## config.mk

```make
export PLATFORM = sky130hd
export DESIGN_NAME = gated_sr_bank
export DESIGN_NICKNAME = d
export VERILOG_FILES = /design/src/rtl/gated_sr_bank.sv
export SDC_FILE = /design/constraint.sdc
export NUM_CORES = 1
export LEC_CHECK = 0
export BUFFER_PORTS_ARGS = -buffer_cell sky130_fd_sc_hd__buf_4
export CAP_MARGIN = 20
export CORE_MARGIN = 3
export CORE_UTILIZATION = 50
export DETAILED_ROUTE_END_ITERATION = 10
export PLACE_DENSITY = 0.87
export SETUP_SLACK_MARGIN = 0.5
export SLEW_MARGIN = 40
export SYNTH_ARGS = -nofsm -noshare
export SYNTH_HDL_FRONTEND = slang
export SYNTH_SLANG_ARGS = --single-unit
```

## constraint.sdc

```tcl
create_clock -name clk -period 1.93 [get_ports clk]
set_input_delay 0.2895 -clock clk [delete_from_list [all_inputs] [get_ports clk]]
set_output_delay 0.2895 -clock clk [all_outputs]
set_load 0.02 [all_outputs]
```

## src/rtl/gated_sr_bank.sv

```systemverilog
// Bank of WIDTH gated SR flip-flops with configurable S=R=1 resolution and sticky conflict flags.
// Define GATED_SR_CONFLICT_CNT_EN to build in the saturating conflict-cycle counter on err_cnt.
module gated_sr_bank #(
  parameter int unsigned WIDTH = 8,
  parameter int unsigned MODE  = 0,
  parameter int unsigned CNT_W = 8
) (
  input  logic             clk,
  input  logic             rst_n,
  input  logic             en,
  input  logic [WIDTH-1:0] s,
  input  logic [WIDTH-1:0] r,
  input  logic             err_clr,
  output logic [WIDTH-1:0] q,
  output logic [WIDTH-1:0] qbar,
  output logic [WIDTH-1:0] q_chg,
  output logic [WIDTH-1:0] err,
  output logic [CNT_W-1:0] err_cnt
);

  logic [WIDTH-1:0] q_q, q_d;
  logic [WIDTH-1:0] q_chg_q, q_chg_d;
  logic [WIDTH-1:0] err_q, err_d;
  logic [WIDTH-1:0] conflict;

  assign conflict = en ? (s & r) : '0;

  always_comb begin
    q_d = q_q;
    if (en) begin
      for (int i = 0; i < WIDTH; i++) begin
        unique case ({s[i], r[i]})
          2'b10: q_d[i] = 1'b1;
          2'b01: q_d[i] = 1'b0;
          2'b11: begin
            // Out-of-range MODE values fall back to hold.
            case (MODE)
              32'd1:   q_d[i] = 1'b1;
              32'd2:   q_d[i] = 1'b0;
              32'd3:   q_d[i] = ~q_q[i];
              default: q_d[i] = q_q[i];
            endcase
          end
          default: q_d[i] = q_q[i];
        endcase
      end
    end
  end

  assign q_chg_d = q_d ^ q_q;
  // A new conflict in the clearing cycle re-sets the flag.
  assign err_d   = (err_clr ? '0 : err_q) | conflict;

  always_ff @(posedge clk or negedge rst_n) begin
    if (!rst_n) begin
      q_q     <= '0;
      q_chg_q <= '0;
      err_q   <= '0;
    end else begin
      q_q     <= q_d;
      q_chg_q <= q_chg_d;
      err_q   <= err_d;
    end
  end

  assign q     = q_q;
  assign qbar  = ~q_q;
  assign q_chg = q_chg_q;
  assign err   = err_q;

`ifdef GATED_SR_CONFLICT_CNT_EN
  localparam logic [CNT_W-1:0] CntMax = '1;
  localparam logic [CNT_W-1:0] CntOne = {{(CNT_W-1){1'b0}}, 1'b1};

  logic [CNT_W-1:0] cnt_q, cnt_d;
  logic             any_conflict;

  assign any_conflict = |conflict;

  always_comb begin
    cnt_d = cnt_q;
    if (err_clr) begin
      cnt_d = any_conflict ? CntOne : '0;
    end else if (any_conflict && (cnt_q != CntMax)) begin
      cnt_d = cnt_q + CntOne;
    end
  end

  always_ff @(posedge clk or negedge rst_n) begin
    if (!rst_n) begin
      cnt_q <= '0;
    end else begin
      cnt_q <= cnt_d;
    end
  end

  assign err_cnt = cnt_q;
`else
  assign err_cnt = '0;
`endif

endmodule
```

==> impl_metrics.toml <==
[sta]
final_min_period_over_clock_period_pct = 64.4
clock_skew_after_layout_ns = 0.00203
report.final.setup_viol = 0
finalSetupTns_ns = 0
timing.final.max_slew_violations = 0
max_freq_mhz = 805
finalHoldViolCount = 0
rsz0062_at_grt = "false"
finalCriticalPeriod_ns = 1.24
fin_worst_hold_slack_ns = 0.220

[clock_tree]
cts_buffer_depth = 2
holdBufCountCts = 1
worst_skew_pair.late_latency_ns = 0.30
post_cts_resize_count = 0
clkSinkCount = 24
numCtsBuffers = 3
path_clk_slew_ns = 0.13
cts.repair_timing.setup_buffer_count = 0
htreeDepth = 1
root_buffer = "clkbuf_4"
cts_tree = "built"

[synthesis]
synth_edf_count = 0
cell_area_synth_um2 = 1310
synth-async-reset-ratio_pct = 100
synthDistinctLibCells = 17
yosys_most_used_dff = "dfrtp_1"
synth.avg_cell_area_um2 = 10.8
synth.ff_latch_count = 24
syn_inst = 122
yosysSeqAreaShare_pct = 45.7
ys_warn_count = 0

[setup_path]
critical_path.endpoint_type = "output pin"
worst_reg2reg_endpoint = "q_chg[1]"
worstSetupPathDepth = 2
cp-endpoint = "qbar[7]"
r2r-start = "q[1]"
worst_setup_path_start_kind = "register"
crit_fanout = 4
worst_ep_arrival_time_ns = 0.95
worst-setup-path-type = "register to output pin"
r2r_slack_ns = 1.05
cp_cell_sequence = "inv_1, buf_4"
worst-r2r-cell-count = 2
path_buf_inv = 2
worst_path_largest_cell_delay_ns = 0.44
critical-path-top-delay-family = "flip-flops"
worst_setup_path_startpoint = "q[7]"
critPathSlowestCell = "dfrtp_1"
critPathRequiredTime_ns = 1.64

[placed_design]
place_hpwl_mm = 2.01
numPortBuffers = 51
gp_routability_congestion = 0.748

[finish]
antenna-diode-count = 0
post-route-util_pct = 74.8
post_route_cells_drive_above_1_share_pct = 36.9
fin_nets = 213
syn_to_final_growth_pct = 33.1

[outcome]
run_status = "complete, no violations"

[drt]
first_iter_violations = 9
totalWireLength_mm = 2.52
post-route-drc-count = 0
detailroute.via_count = 945
avgViaCountPerCell = 4.63
detail_route.wl_per_cell_um = 12.4
firstDrtPassIters = 3
route.antenna.remaining_nets = 0

[global_routing]
first_global_vias = 959
grt.overflow.total = 0
grt_pass1_wl_mm = 4.17
grt_util_all_layers_pct = 16.2
grt_max_degree = 25
grt_antenna_before_repair = 0

[hold_path]
worst_hold_path_type = "input pin to register"
worstHoldStart = "err_clr"

[floorplanning]
placement_rows = 17
io_pins = 60
die-area_um2 = 3280
die_h_um = 57.3
die_x_um = 57.3
start_util_pct = 56.1
placeable_area_um2 = 2340

[run]
maxCapViolations = 0

[pwr]
peakVddDrop_mv = 0.560
power-per-cell-area_nw_per_um2 = 797
p_leak_nw = 0.991
==> routing by layer <==
| metal | share of wire (%) | track usage [%] | up-vias | routed length (µm) |
|---|---|---|---|---|
| met3 | 7.6 | 2.04 | 4 | 192 |
| met1 | 40 | 19.5 | 442 | 1020 |
| met5 | 0 | 0 | - | 0 |
| met2 | 51 | 29.5 | 40 | 1280 |
| met4 | 1.3 | 5.63 | 0 | 34 |
| li1 | - | - | 459 | - |
==> cells by family (layout without fill, tap and decap cells) <==
| family | count (synthesis) | after routing | synth area share (%) |
|---|---|---|---|
| compound gates | 8 | 8 | 3.05 |
| xor+xnor | 8 | 8 | 5.33 |
| fa+ha+maj | 16 | 16 | 15.2 |
| buf+inv | 33 | 80 | 12.3 |
| flops | 24 | 24 | 45.7 |
| mux | 8 | 8 | 7.43 |
| other cells | 1 | 8 | 0.285 |
| simple gates | 24 | 24 | 10.7 |
==> final cells by class <==
type	count	area, µm²
clock inverter	1	30.0
timing repair buffer	52	393
multi-input combinational	72	578
clock buffer	3	22.5
sequential	24	601
tap	28	35.0
fill	177	591
inverter	24	90.1
==> Yosys cell counts, types with 4 or more instances <==
library cell / instances / area share [%]
ha_1: 16 / 15
and2_1: 6 / 2.9
xor2_1: 6 / 4.0
buf_4: 8 / 4.6
dfrtp_1: 24 / 46
o21ai_0: 8 / 3.0
mux2_2: 6 / 5.1
nor2b_1: 4 / 1.9
inv_1: 24 / 6.9
nand2_1: 8 / 2.3
==> state kept, by name, summed over array words and instances (netlist names) <==
register	cells
err	8
q	8
q_chg	8
==> where the power goes <==
part | total, mW | leakage (nW) | switching [mW] | internal (mW)
clock network | 0.360 | 0.0279 | 0.150 | 0.210
logic | 0.435 | 0.647 | 0.231 | 0.204
registers | 0.600 | 0.316 | 0.0449 | 0.555
total | 1.39 | 0.991 | 0.426 | 0.969
==> stage by stage <==
step,setup WS [ns],cells,power (mW),area [µm²]
2_1_floorplan,0.777,129,0.855,1340
3_5_place_dp,0.598,199,1.05,1690
3_3_place_gp,0.648,199,1.03,1690
4_1_cts,0.679,204,1.40,1750
6_report,0.688,204,1.39,1750
5_1_grt,0.633,204,1.46,1750
==> placed cells by master, fill, tap and decap left out, types with 3 or more instances in the layout <==
cell type	count
buf_4	51
inv_1	24
dfrtp_1	24
ha_1	16
nor2b_1	4
nand2_1	8
conb_1	8
and2_1	6
xor2_1	6
clkbuf_4	3
mux2_2	6
o21ai_0	8
==> worst min path at each step <==
stage	to	cells after the start	slack (ns)
after detailed placement	q_chg[6]	1	0.20
after global placement	q_chg[6]	1	0.20
after global routing	err[1]	2	0.23
final	err[6]	2	0.22
after CTS	err[6]	2	0.22
after floorplan	err[0]	0	-0.006
Note: power is estimated with default switching activity, not from simulation.
